File: src/rtl/hps_reset_req_sequencer_pkg.sv
`default_nettype none
// +--------------------------------------------------------------------------+
// | Module   : hps_reset_req_sequencer_pkg                                    |
// | Brief    : FSM state encoding and pulse-length helper for the sequencer  |
// | Revision : 1.0                                                           |
// +--------------------------------------------------------------------------+
package hps_reset_req_sequencer_pkg;

  typedef enum logic [1:0] {
    ST_IDLE    = 2'd0,
    ST_PULSE   = 2'd1,
    ST_HOLDOFF = 2'd2
  } state_t;

  localparam int c_MIN_SYNC_STAGES = 2;

  // Cycle count N maps to a down-counter preload of N-1; a length of 0 still gives one cycle.
  function automatic int unsigned len_to_init(input int unsigned len);
    return (len == 0) ? 0 : len - 1;
  endfunction

endpackage
`default_nettype wire

File: src/rtl/hps_reset_req_sequencer_edge_sync_detect.sv
`default_nettype none
// +--------------------------------------------------------------------------+
// | Module   : hps_reset_req_sequencer_edge_sync_detect                       |
// | Brief    : One channel: async level synchroniser, prev reg, edge detect  |
// | Revision : 1.0                                                           |
// +--------------------------------------------------------------------------+
module hps_reset_req_sequencer_edge_sync_detect
  import hps_reset_req_sequencer_pkg::*;
#(
  parameter int SYNC_STAGES = 2,
  parameter bit EDGE_RISING = 1'b1
) (
  input  logic clk,
  input  logic rst_n,
  input  logic i_sig,
  output logic o_edge
);

  localparam int c_STAGES = (SYNC_STAGES < c_MIN_SYNC_STAGES) ? c_MIN_SYNC_STAGES : SYNC_STAGES;

  logic [c_STAGES-1:0] r_sync;
  logic                r_prev;
  logic                w_sync;

  assign w_sync = r_sync[c_STAGES-1];

  always_ff @(posedge clk or negedge rst_n) begin
    if (!rst_n) begin
      r_sync <= '0;
      r_prev <= 1'b0;
    end else begin
      r_sync <= {r_sync[c_STAGES-2:0], i_sig};
      r_prev <= w_sync;
    end
  end

  assign o_edge = (w_sync != r_prev) && (w_sync == EDGE_RISING);

endmodule
`default_nettype wire

File: src/rtl/hps_reset_req_sequencer.sv
`default_nettype none
// +--------------------------------------------------------------------------+
// | Module   : hps_reset_req_sequencer                                        |
// | Brief    : Serialises HPS reset requests into stretched one-hot pulses   |
// | Revision : 1.0                                                           |
// +--------------------------------------------------------------------------+
module hps_reset_req_sequencer
  import hps_reset_req_sequencer_pkg::*;
#(
  parameter int                        NUM_CH                = 3,
  parameter int                        CNT_W                 = 8,
  // Fields listed channel 0 first, so channel 0 occupies the most significant field.
  parameter logic [NUM_CH*CNT_W-1:0]   PULSE_EXT_VEC         = {8'd32, 8'd2, 8'd6},
  parameter logic [NUM_CH-1:0]         EDGE_TYPE_VEC         = 3'b111,
  parameter int                        SYNC_STAGES           = 2,
  parameter int                        HOLDOFF               = 4,
  parameter bit                        IGNORE_RST_WHILE_BUSY = 1'b1,
  localparam int                       AW = (NUM_CH > 1) ? $clog2(NUM_CH) : 1
) (
  input  logic              clk,
  input  logic              rst_n,
  input  logic              i_sys_rst_n,
  input  logic [NUM_CH-1:0] i_sig_in,
  input  logic              i_drop_clr,
  output logic [NUM_CH-1:0] o_pulse_out,
  output logic              o_busy,
  output logic [AW-1:0]     o_active_ch,
  output logic [NUM_CH-1:0] o_pending,
  output logic              o_drop_sticky
);

  localparam int               c_ARM       = ((SYNC_STAGES < c_MIN_SYNC_STAGES) ? c_MIN_SYNC_STAGES : SYNC_STAGES) + 1;
  localparam logic [CNT_W-1:0] c_HOLD_INIT = CNT_W'(len_to_init(HOLDOFF));

  state_t            r_state, w_state_nx;
  logic [CNT_W-1:0]  r_cnt, w_cnt_nx, w_len;
  logic [NUM_CH-1:0] r_pulse, w_pulse_nx, r_pending, w_pending_nx;
  logic [NUM_CH-1:0] w_edge, w_edge_ok, w_drop;
  logic [AW-1:0]     r_active, w_active_nx, w_grant;
  logic              r_drop, w_drop_nx;
  logic [c_ARM-1:0]  r_arm;
  logic              w_take_rst;

  for (genvar ch = 0; ch < NUM_CH; ch++) begin : g_ch
    hps_reset_req_sequencer_edge_sync_detect #(
      .SYNC_STAGES (SYNC_STAGES),
      .EDGE_RISING (EDGE_TYPE_VEC[ch])
    ) u_edge (
      .clk    (clk),
      .rst_n  (rst_n),
      .i_sig  (i_sig_in[ch]),
      .o_edge (w_edge[ch])
    );
  end

  // After rst_n the synchronisers fill from zero; blank edges until prev has caught up
  // so a level that was already high does not look like a fresh request.
  always_ff @(posedge clk or negedge rst_n) begin
    if (!rst_n) r_arm <= '0;
    else        r_arm <= {r_arm[c_ARM-2:0], 1'b1};
  end

  assign w_edge_ok  = w_edge & {NUM_CH{r_arm[c_ARM-1] & i_sys_rst_n}};
  assign w_drop     = w_edge_ok & (r_pending | r_pulse);
  assign w_take_rst = !i_sys_rst_n && (!IGNORE_RST_WHILE_BUSY || (r_state == ST_IDLE));

  always_comb begin
    w_grant = '0;
    w_len   = '0;
    for (int i = NUM_CH - 1; i >= 0; i--) begin
      if (r_pending[i]) begin
        w_grant = AW'(i);
        w_len   = PULSE_EXT_VEC[(NUM_CH-1-i)*CNT_W +: CNT_W];
      end
    end
  end

  always_comb begin
    w_state_nx   = r_state;
    w_cnt_nx     = r_cnt;
    w_pulse_nx   = r_pulse;
    w_active_nx  = r_active;
    w_pending_nx = r_pending | (w_edge_ok & ~w_drop);
    w_drop_nx    = (|w_drop) ? 1'b1 : (i_drop_clr ? 1'b0 : r_drop);

    case (r_state)
      ST_IDLE: begin
        if (|r_pending) begin
          w_state_nx   = ST_PULSE;
          w_active_nx  = w_grant;
          w_pulse_nx   = NUM_CH'(1) << w_grant;
          w_pending_nx = w_pending_nx & ~(NUM_CH'(1) << w_grant);
          w_cnt_nx     = CNT_W'(len_to_init(32'(w_len)));
        end
      end
      ST_PULSE: begin
        if (r_cnt == '0) begin
          w_pulse_nx = '0;
          if (HOLDOFF > 0) begin
            w_state_nx = ST_HOLDOFF;
            w_cnt_nx   = c_HOLD_INIT;
          end else begin
            w_state_nx = ST_IDLE;
          end
        end else begin
          w_cnt_nx = r_cnt - CNT_W'(1);
        end
      end
      ST_HOLDOFF: begin
        if (r_cnt == '0) w_state_nx = ST_IDLE;
        else             w_cnt_nx   = r_cnt - CNT_W'(1);
      end
      default: begin
        w_state_nx = ST_IDLE;
        w_pulse_nx = '0;
        w_cnt_nx   = '0;
      end
    endcase

    if (!i_sys_rst_n) w_pending_nx = '0;
    if (w_take_rst) begin
      w_state_nx  = ST_IDLE;
      w_pulse_nx  = '0;
      w_cnt_nx    = '0;
      w_active_nx = r_active;
    end
  end

  always_ff @(posedge clk or negedge rst_n) begin
    if (!rst_n) begin
      r_state   <= ST_IDLE;
      r_cnt     <= '0;
      r_pulse   <= '0;
      r_active  <= '0;
      r_pending <= '0;
      r_drop    <= 1'b0;
    end else begin
      r_state   <= w_state_nx;
      r_cnt     <= w_cnt_nx;
      r_pulse   <= w_pulse_nx;
      r_active  <= w_active_nx;
      r_pending <= w_pending_nx;
      r_drop    <= w_drop_nx;
    end
  end

  assign o_pulse_out   = r_pulse;
  assign o_busy        = (r_state != ST_IDLE);
  assign o_active_ch   = r_active;
  assign o_pending     = r_pending;
  assign o_drop_sticky = r_drop;

endmodule
`default_nettype wire

File: config.mk
export PLATFORM = sky130hd
export DESIGN_NAME = hps_reset_req_sequencer
export DESIGN_NICKNAME = d
export VERILOG_FILES = /design/src/rtl/hps_reset_req_sequencer_pkg.sv /design/src/rtl/hps_reset_req_sequencer_edge_sync_detect.sv /design/src/rtl/hps_reset_req_sequencer.sv
export SDC_FILE = /design/constraint.sdc
export NUM_CORES = 1
export LEC_CHECK = 0
export BUFFER_PORTS_ARGS = -buffer_cell sky130_fd_sc_hd__clkbuf_2
export CORE_MARGIN = 4
export CORE_UTILIZATION = 25
export CTS_BUF_LIST = sky130_fd_sc_hd__clkbuf_8
export DETAILED_ROUTE_END_ITERATION = 8
export PLACE_DENSITY = 0.38
export SYNTH_ARGS = -nofsm -noshare
export SYNTH_HDL_FRONTEND = slang
export SYNTH_SLANG_ARGS = --single-unit
File: constraint.sdc
create_clock -name clk -period 4.77 [get_ports clk]
set_input_delay 0.7155 -clock clk [delete_from_list [all_inputs] [get_ports clk]]
set_output_delay 0.7155 -clock clk [all_outputs]
set_load 0.1 [all_outputs]
### Word level (Yosys, flattened, before mapping)

Index checks and enable logic that the tools add are counted.

* logic and storage cells: 78
* flip-flop bits (word level): 31
* output and inout port bits: 10
* bits of input ports: 7

* reduce and logical (&&, ||, !) cells: 16
* bitwise gates (word level): 10
* add/subtract/negate cells: 2
* mux-type cells: 26
* eq/ne operators: 10
* shift-type cells: 1

Operators with widths (count)
* two-way mux 8 bit: 7
* case mux 8 bit (3 select lines): 1
* two-way mux 3 bit: 7
* logical NOT 8 bit: 2
* subtractor 8 x 1 -> 8 bit, second input constant: 2
* two-way mux 2 bit: 7
* bitwise AND 3 bit: 4
* inequality test 3 bit, second input constant: 3
* case mux 3 bit (3 select lines): 1
* AND reduction 3 bit: 3
* NOT 3 bit: 2
* bitwise OR 3 bit: 2
* case mux 2 bit (3 select lines): 1
* OR reduction 3 bit: 2
* logical AND 1 bit: 4
* nonzero test 2 bit: 2
* inequality test 1 bit: 3
* inequality test 3 x 2 -> 1 bit, second input constant: 1
* left shift 1 x 2 -> 3 bit, first input constant: 1
* == test 2 x 1 -> 1 bit, second input constant: 1
* == test 2 bit, second input constant: 1
* logical NOT 2 bit: 1
* two-way mux 1 bit: 2
* inequality test 2 bit, second input constant: 1
* other kinds (4): 4

### Longest topological paths before layout

Gate-level depths: netlist of the first run.

* word-level depth: 11
* depth in mapped cells: 6
* gate-level depth less buffers: 6

### By module

A second synthesis of the first run with hierarchy kept.

* cell total of the unflattened synthesis: 149
* area, all modules: 1514.0 µm²

Modules (own cells, without submodules)
* hps_reset_req_sequencer: cells each 137, area an instance 1247.4 µm², seq. area each 550.5 µm², times used 1
* hps_reset_req_sequencer_edge_sync_detect: cells each 4, area an instance 88.8 µm², seq. area each 75.1 µm², times used 3

### Worst setup path after synthesis of the first run

No wires, ideal clock.

* path kind: register to register
* start point: register r_pending[2], in the netlist o_pending[2]
* end point: register r_cnt[3]
* cell stages (with the launch flop): 6
* path buffers: 1
* data arrival time: 1.984 ns
* setup slack: 2.665 ns
* period minus slack after synthesis: 2.105 ns
* library setup time: 0.121 ns
* required time: 4.649 ns
* cells stage by stage: dfrtp_1 > buf_2 > nor4b_4 > a22oi_1 > o22ai_1 > a22o_1

* longest elaborated chain between the ends: 8
* elaborated cells on any way between the ends: 12
* those cells by class: add/sub: 1; eq/ne: 1; mux: 7; reduce/logical: 3

Ends and longest elaborated chain
* start: declaration: line hps_reset_req_sequencer.sv:37 `logic [NUM_CH-1:0] r_pulse, w_pulse_nx, r_pending, w_pending_nx;`
* start signal: assignment: line hps_reset_req_sequencer.sv:142 `r_pending <= w_pending_nx;`
* two-way mux 3 bit: line hps_reset_req_sequencer.sv:71 `if (r_pending[i]) begin`
* two-way mux 8 bit (2 in a row): line hps_reset_req_sequencer.sv:71
* subtractor 8 x 1 -> 8 bit / logical NOT 8 bit (equally long branches): line hps_reset_req_sequencer_pkg.sv:19 `return (len == 0) ? 0 : len - 1;`
* two-way mux 8 bit: line hps_reset_req_sequencer_pkg.sv:19
* two-way mux 8 bit: line hps_reset_req_sequencer.sv:88 `if (|r_pending) begin`
* case mux 8 bit (3 select lines): line hps_reset_req_sequencer.sv:86 `case (r_state)`
* two-way mux 8 bit: line hps_reset_req_sequencer.sv:121 `if (w_take_rst) begin`
* end signal: assignment: line hps_reset_req_sequencer.sv:139 `r_cnt <= w_cnt_nx;`
* end: declaration: line hps_reset_req_sequencer.sv:36 `logic [CNT_W-1:0] r_cnt, w_cnt_nx, w_len;`

Parallel ways exist; a longest one is shown, timed or not. The select of a mux whose other input is x is not followed.
A chain may end at the register's enable or synchronous reset.

### Worst setup path after layout of the first run

* start point: register r_state[0]
* end point: output o_busy

* longest elaborated chain between the ends: 1

Ends and longest elaborated chain
* start: declaration: line hps_reset_req_sequencer.sv:35 `state_t r_state, w_state_nx;`
* start signal: assignment: line hps_reset_req_sequencer.sv:138 `r_state <= w_state_nx;`
* nonzero test 2 bit: line hps_reset_req_sequencer.sv:148 `assign o_busy = (r_state != ST_IDLE);`
* end: declaration: line hps_reset_req_sequencer.sv:26 `output logic o_busy,`

No other way between the ends.

==> run_summary.xml, run 1 <==
<?xml version="1.0" encoding="UTF-8"?>
<metrics>
  <group name="timing">
    <metric name="worst_clock_skew" unit="ps">4.34</metric>
    <metric name="finalHoldViolCount" unit="">0</metric>
    <metric name="final.hold.worst_slack" unit="ps">350</metric>
    <metric name="rsz0062_at_grt" unit="">false</metric>
    <metric name="period_share" unit="">0.554</metric>
    <metric name="timing.final.ws_setup" unit="ps">2130</metric>
    <metric name="fmax" unit="MHz">379</metric>
    <metric name="post-route-min-period" unit="ps">2640</metric>
    <metric name="maxSlewHeadroom" unit="">0.481</metric>
    <metric name="tightestPinTransition" unit="ps">779</metric>
    <metric name="setup_tns_after_final_layout" unit="ps">0</metric>
    <metric name="report.final.setup_viol" unit="">0</metric>
    <metric name="report.final.slew_viol_count" unit="">0</metric>
  </group>
  <group name="placement">
    <metric name="port_buffers" unit="">16</metric>
    <metric name="routabilityCongestion" unit="">0.766</metric>
    <metric name="detailedPlace.worstSlack" unit="ps">2460</metric>
    <metric name="dp_hpwl" unit="mm">2.50</metric>
  </group>
  <group name="setup_path">
    <metric name="crit_path_end_kind" unit="">output pin</metric>
    <metric name="critPathLaunchType" unit="">flip-flop</metric>
    <metric name="r2r.worst_path.cells" unit="">6</metric>
    <metric name="critical_path_maximum_fanout" unit="">20</metric>
    <metric name="setup.worst_path.class" unit="">reg2out</metric>
    <metric name="cp.required" unit="ps">4050</metric>
    <metric name="cp.arrival" unit="ps">1930</metric>
  </group>
  <group name="yosys">
    <metric name="synthDominantCellAreaShare" unit="">0.497</metric>
    <metric name="seq_area_frac_synth" unit="">0.497</metric>
    <metric name="synth_compound_area_frac" unit="">0.224</metric>
    <metric name="synthCells" unit="">148</metric>
    <metric name="synthTopCellsByArea" unit="">dfrtp_1 (50%), nor2_1 (3.1%), a22o_1 (2.8%)</metric>
    <metric name="async_flop_share" unit="">1.00</metric>
    <metric name="post_synthesis_share_of_cell_area_spent_on_xor_and_xnor_gates" unit="">0.00561</metric>
    <metric name="synth.avg_cell_area" unit="um2">10.6</metric>
    <metric name="synth_adder_area_share" unit="">0.00801</metric>
    <metric name="leading_area_contributor_after_synthesis" unit="">dfrtp_1</metric>
    <metric name="synthesis_stage_register_bit_count" unit="">31</metric>
    <metric name="synth_fp_nets" unit="">156</metric>
    <metric name="syn_std_cell_area" unit="um2">1560</metric>
    <metric name="synth_enable_flop_cells" unit="">0</metric>
    <metric name="synthFlopType" unit="">dfrtp_1</metric>
    <metric name="ys_types" unit="">48</metric>
    <metric name="yosysWarnings" unit="">0</metric>
    <metric name="synth_mux_area_frac" unit="">0.00641</metric>
    <metric name="synthSimpleGateAreaFrac" unit="">0.215</metric>
    <metric name="dominant_combinational_cell_family_by_area_after_synthesis" unit="">compound AO/OA/AOI/OAI gates</metric>
  </group>
  <group name="floorplanning">
    <metric name="fp.dieW" unit="um">87.0</metric>
    <metric name="chipHeight" unit="um">87.0</metric>
    <metric name="die_area" unit="um2">7570</metric>
    <metric name="effective_utilization_at_floorplan" unit="">0.261</metric>
    <metric name="core" unit="um2">5990</metric>
    <metric name="io_pins" unit="">17</metric>
    <metric name="std_cell_rows" unit="">28</metric>
  </group>
  <group name="global_routing">
    <metric name="first_global_vias" unit="">1231</metric>
    <metric name="grt_pass1_wl" unit="mm">6.12</metric>
    <metric name="grt_overflow" unit="">0</metric>
    <metric name="grt_start_max_net_pins" unit="">32</metric>
    <metric name="grt_antenna_before_repair" unit="">0</metric>
    <metric name="grt_util_all_layers" unit="">0.107</metric>
  </group>
  <group name="final_layout">
    <metric name="final_net_count" unit="">171</metric>
    <metric name="drive_gt1_frac" unit="">0.201</metric>
    <metric name="mostFrequentLayoutCell" unit="">dfrtp_1</metric>
    <metric name="layout-area-overhead-vs-synth" unit="%">14.0</metric>
    <metric name="most-common-layout-cells" unit="">dfrtp_1 (31), clkbuf_2 (16), nor2_1 (13), inv_1 (8)</metric>
    <metric name="n_antenna_cell" unit="">0</metric>
    <metric name="num-fill-cells" unit="">631</metric>
  </group>
  <group name="power_and_ir_drop">
    <metric name="finalPower" unit="mW">1.01</metric>
    <metric name="clock_power_share" unit="">0.196</metric>
    <metric name="power-per-cell-area" unit="nW/um2">565</metric>
    <metric name="vdd_ir_drop_max" unit="mV">0.184</metric>
    <metric name="sequentialPowerShare" unit="">0.351</metric>
    <metric name="internal_power" unit="mW">0.548</metric>
    <metric name="net-switching-power" unit="mW">0.457</metric>
    <metric name="sw_frac_of_total" unit="">0.455</metric>
    <metric name="power.share.combinational" unit="">0.454</metric>
    <metric name="total_leakage_power" unit="nW">0.798</metric>
  </group>
  <group name="drt">
    <metric name="wl_met1" unit="mm">1.68</metric>
    <metric name="firstDrtPassIters" unit="">4</metric>
    <metric name="via_count" unit="">1202</metric>
    <metric name="drc" unit="">0</metric>
    <metric name="routedWlPerCell" unit="um">14.7</metric>
    <metric name="route.met3.wl" unit="um">170</metric>
    <metric name="route.top_layer_used" unit="">met4</metric>
    <metric name="postRouteAntennaNets" unit="">0</metric>
    <metric name="drt_wl_total" unit="mm">3.52</metric>
    <metric name="route.detailed.vias_per_inst" unit="">5.03</metric>
    <metric name="drtIter0Drc" unit="">50</metric>
    <metric name="dr_wl_met2" unit="mm">1.61</metric>
  </group>
  <group name="clocking">
    <metric name="postCtsHoldBufs" unit="">0</metric>
    <metric name="clk_pin_slew" unit="ps">70</metric>
    <metric name="post_cts.resized_instances" unit="">0</metric>
    <metric name="post_cts_buffers" unit="">0</metric>
    <metric name="numCtsBuffers" unit="">5</metric>
    <metric name="tritoncts" unit="">done</metric>
    <metric name="cts.path.max_buffers" unit="">2</metric>
    <metric name="clock-sinks" unit="">31</metric>
    <metric name="h-tree-depth" unit="">2</metric>
    <metric name="clk_latency" unit="ps">280</metric>
    <metric name="clock-root-buffer" unit="">clkbuf_8</metric>
  </group>
  <group name="status">
    <metric name="status" unit="">finished clean</metric>
  </group>
  <group name="hold_path">
    <metric name="timing.hold.worst_path_depth" unit="">0</metric>
    <metric name="worstHoldPathType" unit="">reg2reg</metric>
  </group>
  <group name="job">
    <metric name="max_cap_viol_count" unit="">0</metric>
  </group>
</metrics>
==> cells in the mapped netlist (2+ instances only) <==
cell and n:
dfrtp_1 31, nor2_1 13, inv_1 7, nand2_1 7
o21ai_0 7, a21oi_1 5, a22o_1 5, nand2b_1 5
nand3_1 5, o22ai_1 5, buf_2 4, nor2b_1 4
a21boi_0 3, o2111ai_1 3, a22oi_1 2, a31oi_1 2
and2_1 2, clkbuf_1 2, nand4b_1 2, nor3_1 2
nor3b_1 2, nor3b_2 2, o211ai_1 2, o31ai_1 2
==> logic make-up after synthesis <==
| group | after synthesis |
|---|---|
| other | 1 |
| and+or+nand+nor | 52 |
| muxes | 1 |
| buffers and inverters | 15 |
| DFF | 31 |
| xor gates and xnor gates | 1 |
| AOI/OAI and AO/OA | 46 |
| adders and majority gates | 1 |
==> worst paths after layout <==
kind,to,slack (ps),startpoint
max,o_busy,2130,r_state[0]
min,g_ch[0].u_edge.r_sync[1],350,g_ch[0].u_edge.r_sync[0]
max reg2reg,r_cnt[4],2820,r_cnt[0]
min reg2reg,g_ch[0].u_edge.r_sync[1],350,g_ch[0].u_edge.r_sync[0]
max in group asynchronous,o_pending[0],3770,rst_n
min in group asynchronous,r_cnt[3],500,rst_n
==> power groups by stage <==
stage	combinational, mW	clock, mW	sequential, mW
detailed placement	0.457	0	0.357
finish	0.456	0.197	0.352
floorplan	0.327	0	0.394
global route	0.505	0.230	0.361
global placement	0.464	0	0.357
CTS	0.461	0.210	0.352
==> layout make-up <==
| class | count | area [um2] | area share |
|---|---|---|---|
| multi-input combinational | 102 | 719 | 0.404 |
| clock buffer | 5 | 68.8 | 0.0387 |
| tap | 75 | 93.8 | 0.0527 |
| inverter | 7 | 26.3 | 0.0148 |
| sequential | 31 | 776 | 0.436 |
| timing repair buffer | 16 | 80.1 | 0.0450 |
| clock inverter | 3 | 16.3 | 0.00914 |
==> metal layers <==
| layer | track usage | up-vias |
|---|---|---|
| li1 | - | 582 |
| met1 | 0.138 | 581 |
| met2 | 0.166 | 33 |
| met3 | 0.0350 | 6 |
| met4 | 0.0453 | 0 |
| met5 | 0 | - |
==> state kept, by name (all words and copies together) (netlist names) <==
signal	count
r_cnt	8
g_ch.u_edge.r_sync	6
g_ch.u_edge.r_prev	3
o_pending	3
o_pulse_out	3
r_arm	3
o_active_ch	2
r_state	2
o_drop_sticky	1
==> per-stage QoR <==
step	utilization	area, um2	cells
3_3_place_gp	0.283	1700	231
3_5_place_dp	0.283	1700	231
2_1_floorplan	-	1560	148
5_1_grt	0.297	1780	239
6_report	0.297	1780	239
4_1_cts	0.297	1780	239
==> critical path, stage by stage, from the launching register on <==
cell and delay [ps]:
dfrtp_1 730, nor2_1 230, inv_1 190, clkbuf_2 490
Power figures use the tool's default switching activity.
==> run 2: changes to the inputs <==
==> constraint.sdc (replaced) <==
create_clock -name clk -period 2.7 [get_ports clk]
set_input_delay 0.405 -clock clk [delete_from_list [all_inputs] [get_ports clk]]
set_output_delay 0.405 -clock clk [all_outputs]
set_load 0.1 [all_outputs]
==> run 2 against run 1 <==
  * Flip-flop and latch count stayed put
  * Wire length is 6.8% higher
  * Core utilization is 0.13 points higher
  * Via count is 0.17% lower
  * Highest routed layer unchanged
  * Sequential power is 71% higher
  * Worst hold slack worse by 160 ps
  * Global-route usage is 0.26 points higher
  * Critical path depth stayed put
  * Final cell count is 0.42% higher
==> run_summary.xml, run 2 (synthesized netlist as in run 1, its figures left out) <==
<?xml version="1.0" encoding="UTF-8"?>
<metrics>
  <group name="final_layout">
    <metric name="final_net_count" unit="">172</metric>
    <metric name="most-common-layout-cells" unit="">dfrtp_1 (31), clkbuf_2 (16), nor2_1 (13), inv_1 (8)</metric>
    <metric name="layout-area-overhead-vs-synth" unit="%">14.5</metric>
    <metric name="final_design_area_no_fill" unit="um2">1790</metric>
    <metric name="multi_input_area" unit="um2">719</metric>
    <metric name="n_antenna_cell" unit="">0</metric>
    <metric name="final_core_occ" unit="">0.298</metric>
    <metric name="area.sequential" unit="um2">776</metric>
    <metric name="layout_top_registers" unit="">r_cnt: 8 flops, g_ch.u_edge.r_sync: 6 flops</metric>
    <metric name="fin_cells" unit="">240</metric>
    <metric name="num-fill-cells" unit="">641</metric>
    <metric name="mostFrequentLayoutCell" unit="">dfrtp_1</metric>
    <metric name="regMostFlops" unit="">r_cnt</metric>
    <metric name="drive_gt1_frac" unit="">0.206</metric>
    <metric name="largest_register_ff_count" unit="">8</metric>
  </group>
  <group name="placement">
    <metric name="area_of_placed_instances" unit="um2">1700</metric>
    <metric name="routabilityCongestion" unit="">0.733</metric>
    <metric name="post-place-cells" unit="">232</metric>
    <metric name="detailedPlace.worstSlack" unit="ps">772</metric>
    <metric name="port_buffers" unit="">16</metric>
    <metric name="dp_hpwl" unit="mm">2.56</metric>
  </group>
  <group name="setup_path">
    <metric name="cp_num_buf_inv" unit="">2</metric>
    <metric name="r2r.worst_path.cells" unit="">6</metric>
    <metric name="crit-reg2reg-launch" unit="">r_cnt[0]</metric>
    <metric name="crit_path_end_kind" unit="">output pin</metric>
    <metric name="cpLargestDelayFamily" unit="">buffers and inverters</metric>
    <metric name="cpPeakStageDelay" unit="ps">640</metric>
    <metric name="critical_path_maximum_fanout" unit="">15</metric>
    <metric name="critPathLaunchType" unit="">flip-flop</metric>
    <metric name="critPathLaunch" unit="">r_state[1]</metric>
    <metric name="crit_path_top_delay_cell" unit="">dfrtp_1</metric>
    <metric name="cp.arrival" unit="ps">1830</metric>
    <metric name="critical_path.cell_chain" unit="">nor2_1, inv_1, clkbuf_2</metric>
    <metric name="cp.required" unit="ps">2300</metric>
    <metric name="timing.critical_path.depth" unit="">3</metric>
    <metric name="setup.worst_path.class" unit="">reg2out</metric>
  </group>
  <group name="status">
    <metric name="status" unit="">finished clean</metric>
  </group>
  <group name="power_and_ir_drop">
    <metric name="total_leakage_power" unit="nW">0.803</metric>
    <metric name="power-per-cell-area" unit="nW/um2">1010</metric>
    <metric name="vdd_ir_drop_max" unit="mV">0.307</metric>
    <metric name="finalPower" unit="mW">1.80</metric>
  </group>
  <group name="timing">
    <metric name="post-route-min-period" unit="ps">2230</metric>
    <metric name="period_share" unit="">0.826</metric>
    <metric name="fmax" unit="MHz">448</metric>
    <metric name="tightestPinTransition" unit="ps">821</metric>
    <metric name="setup_tns_after_final_layout" unit="ps">0</metric>
    <metric name="maxSlewHeadroom" unit="">0.453</metric>
    <metric name="rsz0062_at_grt" unit="">false</metric>
    <metric name="timing.final.ws_setup" unit="ps">469</metric>
    <metric name="worst_clock_skew" unit="ps">11.1</metric>
    <metric name="report.final.slew_viol_count" unit="">0</metric>
    <metric name="report.final.setup_viol" unit="">0</metric>
    <metric name="finalHoldViolCount" unit="">0</metric>
    <metric name="final.hold.worst_slack" unit="ps">195</metric>
  </group>
  <group name="drt">
    <metric name="postRouteAntennaNets" unit="">0</metric>
    <metric name="firstDrtPassIters" unit="">4</metric>
    <metric name="drt_wl_total" unit="mm">3.76</metric>
    <metric name="via_count" unit="">1200</metric>
    <metric name="drc" unit="">0</metric>
    <metric name="drtIter0Drc" unit="">47</metric>
    <metric name="routedWlPerCell" unit="um">15.7</metric>
    <metric name="route.detailed.vias_per_inst" unit="">5.00</metric>
  </group>
  <group name="floorplanning">
    <metric name="io_pins" unit="">17</metric>
    <metric name="fp.dieW" unit="um">87.0</metric>
    <metric name="core" unit="um2">5990</metric>
    <metric name="chipHeight" unit="um">87.0</metric>
    <metric name="die_area" unit="um2">7570</metric>
    <metric name="std_cell_rows" unit="">28</metric>
    <metric name="effective_utilization_at_floorplan" unit="">0.261</metric>
  </group>
  <group name="global_routing">
    <metric name="grt_overflow" unit="">0</metric>
    <metric name="grt_antenna_before_repair" unit="">0</metric>
    <metric name="first_global_vias" unit="">1260</metric>
    <metric name="grt_util_all_layers" unit="">0.110</metric>
    <metric name="grt_start_max_net_pins" unit="">32</metric>
    <metric name="grt_pass1_wl" unit="mm">6.38</metric>
  </group>
  <group name="clocking">
    <metric name="clock-sinks" unit="">31</metric>
    <metric name="post_cts_buffers" unit="">0</metric>
    <metric name="cts.path.max_buffers" unit="">2</metric>
    <metric name="postCtsHoldBufs" unit="">0</metric>
    <metric name="numCtsBuffers" unit="">5</metric>
    <metric name="clock-root-buffer" unit="">clkbuf_8</metric>
    <metric name="clk_pin_slew" unit="ps">70</metric>
    <metric name="tritoncts" unit="">done</metric>
    <metric name="post_cts.resized_instances" unit="">0</metric>
    <metric name="clk_latency" unit="ps">290</metric>
    <metric name="h-tree-depth" unit="">2</metric>
  </group>
  <group name="job">
    <metric name="max_cap_viol_count" unit="">0</metric>
  </group>
  <group name="hold_path">
    <metric name="worstHoldPathType" unit="">in2async</metric>
  </group>
</metrics>
-- run 2: routing by layer --
metal,GRT usage,up-vias,part of all wire
met1,0.144,584,0.47
met5,0,-,0
met2,0.166,26,0.47
met3,0.0312,10,0.034
met4,0.0538,0,0.025
li1,-,580,-
-- run 2: path summary, 6_finish.rpt --
kind	endpoint	slack [ps]
max in group asynchronous	r_arm[0]	1980
min	r_cnt[3]	190
max	o_busy	470
min reg2reg	g_ch[2].u_edge.r_sync[1]	350
max reg2reg	o_pulse_out[2]	790
min in group clk	g_ch[2].u_edge.r_sync[0]	220
-- run 2: report_power, final --
group	total (mW)	internal (mW)	leakage, nW	switching [mW]
combinational	0.841	0.275	0.363	0.566
sequential	0.601	0.523	0.395	0.0778
clock	0.363	0.176	0.0453	0.186
total	1.80	0.974	0.803	0.830
-- run 2: cell type report --
class,count,area share
Tap cell,75,0.0525
Clock buffer,5,0.0385
Inverter,7,0.0147
Sequential cell,31,0.434
Timing Repair Buffer,17,0.0490
Clock inverter,3,0.00910
Multi-Input combinational cell,102,0.402
-- run 2: worst register-to-register path, cell delays in order (launching register included) --
cell,delay (ps)
dfrtp_1,430
inv_1,130
ha_1,220
nor3b_2,370
and2_4,270
o22ai_1,150
a32o_1,230
==> run 3: changes to the inputs <==
--- a/config.mk
+++ b/config.mk
@@ -5,6 +5,7 @@
 export SDC_FILE = /design/constraint.sdc
 export NUM_CORES = 1
 export LEC_CHECK = 0
+export ABC_AREA = 1
 export BUFFER_PORTS_ARGS = -buffer_cell sky130_fd_sc_hd__clkbuf_2
 export CORE_MARGIN = 4
 export CORE_UTILIZATION = 25
==> constraint.sdc (replaced) <==
create_clock -name clk -period 2.3 [get_ports clk]
set_input_delay 0.345 -clock clk [delete_from_list [all_inputs] [get_ports clk]]
set_output_delay 0.345 -clock clk [all_outputs]
set_load 0.1 [all_outputs]
==> run 3 against run 2 <==
  * Synthesized area fell by 2.2%
  * Total power decreased by 36%
  * Non-clock buffer count shrank 1
  * Synthesized cell count increased by 22%
  * Critical path depth stayed put
  * Final area up 1.7%
  * Clock power grew 53%
  * Combinational power decreased by 95%
  * Final cell count increased by 16%
==> run_summary.xml, run 3 <==
<?xml version="1.0" encoding="UTF-8"?>
<metrics>
  <group name="status">
    <metric name="status" unit="">finished clean</metric>
  </group>
  <group name="setup_path">
    <metric name="critPathLaunchType" unit="">flip-flop</metric>
    <metric name="cp.arrival" unit="ps">1360</metric>
    <metric name="critical_path_maximum_fanout" unit="">5</metric>
    <metric name="setup.worst_path.class" unit="">reg2out</metric>
    <metric name="crit_path_end_kind" unit="">output pin</metric>
    <metric name="worst-r2r-setup-slack" unit="ps">670</metric>
    <metric name="cp.required" unit="ps">1960</metric>
  </group>
  <group name="global_routing">
    <metric name="grt_util_all_layers" unit="">0.102</metric>
    <metric name="grt_overflow" unit="">0</metric>
    <metric name="grt_antenna_before_repair" unit="">0</metric>
    <metric name="grt_start_max_net_pins" unit="">32</metric>
    <metric name="first_global_vias" unit="">1190</metric>
    <metric name="grt_pass1_wl" unit="mm">5.79</metric>
  </group>
  <group name="final_layout">
    <metric name="layout-area-overhead-vs-synth" unit="%">19.1</metric>
    <metric name="layout_top_registers" unit="">r_cnt: 8 flops, g_ch.u_edge.r_sync: 6 flops</metric>
    <metric name="mostFrequentLayoutCell" unit="">nand2_1</metric>
    <metric name="final_net_count" unit="">211</metric>
    <metric name="n_antenna_cell" unit="">0</metric>
    <metric name="regMostFlops" unit="">r_cnt</metric>
    <metric name="drive_gt1_frac" unit="">0.240</metric>
    <metric name="most-common-layout-cells" unit="">nand2_1 (55), dfrtp_1 (31), inv_1 (22), clkbuf_2 (16)</metric>
    <metric name="largest_register_ff_count" unit="">8</metric>
  </group>
  <group name="yosys">
    <metric name="syn_std_cell_area" unit="um2">1530</metric>
    <metric name="synthesis_stage_register_bit_count" unit="">31</metric>
    <metric name="synth_enable_flop_cells" unit="">0</metric>
    <metric name="seq_area_frac_synth" unit="">0.508</metric>
    <metric name="synthDominantCellAreaShare" unit="">0.508</metric>
    <metric name="yosysWarnings" unit="">0</metric>
    <metric name="leading_area_contributor_after_synthesis" unit="">dfrtp_1</metric>
    <metric name="async_flop_share" unit="">1.00</metric>
    <metric name="synthCells" unit="">180</metric>
    <metric name="synth_fp_nets" unit="">188</metric>
    <metric name="synthFlopType" unit="">dfrtp_1</metric>
    <metric name="ys_types" unit="">25</metric>
    <metric name="synthTopCellsByArea" unit="">dfrtp_1 (51%), nand2_1 (14%), inv_1 (5.4%)</metric>
    <metric name="yosys.cell_count.top_type" unit="">nand2_1</metric>
    <metric name="synth.avg_cell_area" unit="um2">8.48</metric>
    <metric name="synth.cells.most_frequent" unit="">nand2_1 (55), dfrtp_1 (31), inv_1 (22), nand3_1 (13), nor2_1 (13)</metric>
  </group>
  <group name="drt">
    <metric name="routedWlPerCell" unit="um">11.6</metric>
    <metric name="drc" unit="">0</metric>
    <metric name="via_count" unit="">1168</metric>
    <metric name="drtIter0Drc" unit="">58</metric>
    <metric name="firstDrtPassIters" unit="">4</metric>
    <metric name="postRouteAntennaNets" unit="">0</metric>
    <metric name="route.detailed.vias_per_inst" unit="">4.19</metric>
    <metric name="drt_wl_total" unit="mm">3.25</metric>
  </group>
  <group name="timing">
    <metric name="report.final.setup_viol" unit="">0</metric>
    <metric name="finalHoldViolCount" unit="">0</metric>
    <metric name="rsz0062_at_grt" unit="">false</metric>
    <metric name="fmax" unit="MHz">587</metric>
    <metric name="post-route-min-period" unit="ps">1700</metric>
    <metric name="setup_tns_after_final_layout" unit="ps">0</metric>
    <metric name="report.final.slew_viol_count" unit="">0</metric>
    <metric name="tightestPinTransition" unit="ps">763</metric>
    <metric name="maxSlewHeadroom" unit="">0.491</metric>
    <metric name="worst_clock_skew" unit="ps">8.85</metric>
    <metric name="period_share" unit="">0.741</metric>
  </group>
  <group name="clocking">
    <metric name="clk_latency" unit="ps">280</metric>
    <metric name="post_cts.resized_instances" unit="">0</metric>
    <metric name="post_cts_buffers" unit="">0</metric>
    <metric name="clock-root-buffer" unit="">clkbuf_8</metric>
    <metric name="tritoncts" unit="">done</metric>
    <metric name="numCtsBuffers" unit="">5</metric>
    <metric name="clk_pin_slew" unit="ps">70</metric>
    <metric name="cts.path.max_buffers" unit="">2</metric>
    <metric name="postCtsHoldBufs" unit="">0</metric>
    <metric name="clock-sinks" unit="">31</metric>
    <metric name="h-tree-depth" unit="">2</metric>
  </group>
  <group name="floorplanning">
    <metric name="core" unit="um2">5920</metric>
    <metric name="fp.dieW" unit="um">86.1</metric>
    <metric name="die_area" unit="um2">7420</metric>
    <metric name="io_pins" unit="">17</metric>
    <metric name="chipHeight" unit="um">86.1</metric>
    <metric name="effective_utilization_at_floorplan" unit="">0.258</metric>
    <metric name="std_cell_rows" unit="">28</metric>
  </group>
  <group name="power_and_ir_drop">
    <metric name="finalPower" unit="mW">1.16</metric>
    <metric name="power-per-cell-area" unit="nW/um2">637</metric>
    <metric name="total_leakage_power" unit="nW">0.882</metric>
    <metric name="vdd_ir_drop_max" unit="mV">0.329</metric>
  </group>
  <group name="hold_path">
    <metric name="worstHoldPathType" unit="">in2async</metric>
  </group>
  <group name="placement">
    <metric name="dp_hpwl" unit="mm">2.51</metric>
    <metric name="routabilityCongestion" unit="">0.803</metric>
    <metric name="port_buffers" unit="">16</metric>
  </group>
  <group name="job">
    <metric name="max_cap_viol_count" unit="">0</metric>
  </group>
</metrics>
[run 3: cell count changes after synthesis, moves of 4 or more]
| cell | delta |
|---|---|
| a21oi_1 | -4 |
| a22o_1 | -5 |
| buf_2 | -4 |
| inv_1 | +15 |
| inv_2 | +5 |
| nand2_1 | +48 |
| nand2_2 | +4 |
| nand2b_1 | -5 |
| nand3_1 | +8 |
| nor2_4 | +5 |
| nor2b_1 | -4 |
| o22ai_1 | -5 |
[run 3: worst max-delay path, stage by stage (launching register included)]
cell and delay [ps]:
dfrtp_1 420, inv_2 80, nand2_4 110, clkbuf_2 470
[run 3: worst paths after layout]
check,to,start,cells past startpoint
max reg2reg,o_pulse_out[2],r_cnt[0],9
min in group clk,g_ch[0].u_edge.r_sync[0],i_sig_in[0],1
max in group asynchronous,g_ch[1].u_edge.r_sync[0],rst_n,1
max,o_busy,r_state[1],3
min,r_cnt[6],rst_n,1
min reg2reg,g_ch[1].u_edge.r_sync[1],g_ch[1].u_edge.r_sync[0],0
[run 3: cell families (layout without fill, tap and decap cells)]
logic type | count (synthesis) | in the layout | synth area share
adders and majority gates | 1 | 1 | 0.00820
DFF | 31 | 31 | 0.508
other | 1 | 1 | 0.00246
AOI/OAI and AO/OA | 17 | 17 | 0.0713
buffers and inverters | 27 | 51 | 0.0664
and+or+nand+nor | 103 | 103 | 0.343
[run 3: cell type report]
cell class / instances / area (um2)
inverter: 27 / 101
multi-input combinational: 122 / 649
clock inverter: 2 / 35.0
timing repair buffer: 16 / 80.1
tap: 75 / 93.8
clock buffer: 6 / 82.6
sequential: 31 / 776
fill: 625 / 4100
[run 3: layer usage]
metal	up-vias	share of wire	track usage
met4	0	0.012	0.0388
li1	607	-	-
met3	4	0.038	0.0327
met1	540	0.51	0.148
met5	-	0	0
met2	17	0.44	0.139
[run 3: per-stage QoR]
step	cell area, um2	hold WS, ps	setup WS [ps]	std cells	util
2_1_floorplan	1530	49.4	593	180	-
3_3_place_gp	1700	332	742	271	0.287
3_5_place_dp	1700	335	675	271	0.287
4_1_cts	1820	157	579	279	0.307
5_1_grt	1820	150	529	279	0.307
6_report	1820	124	597	279	0.307
[run 3: power breakdown]
part	internal [mW]	switching, mW	total [mW]
Combinational	0.00796	0.0338	0.0418
Clock	0.350	0.204	0.554
Sequential	0.558	0.00441	0.562
Total	0.916	0.242	1.16
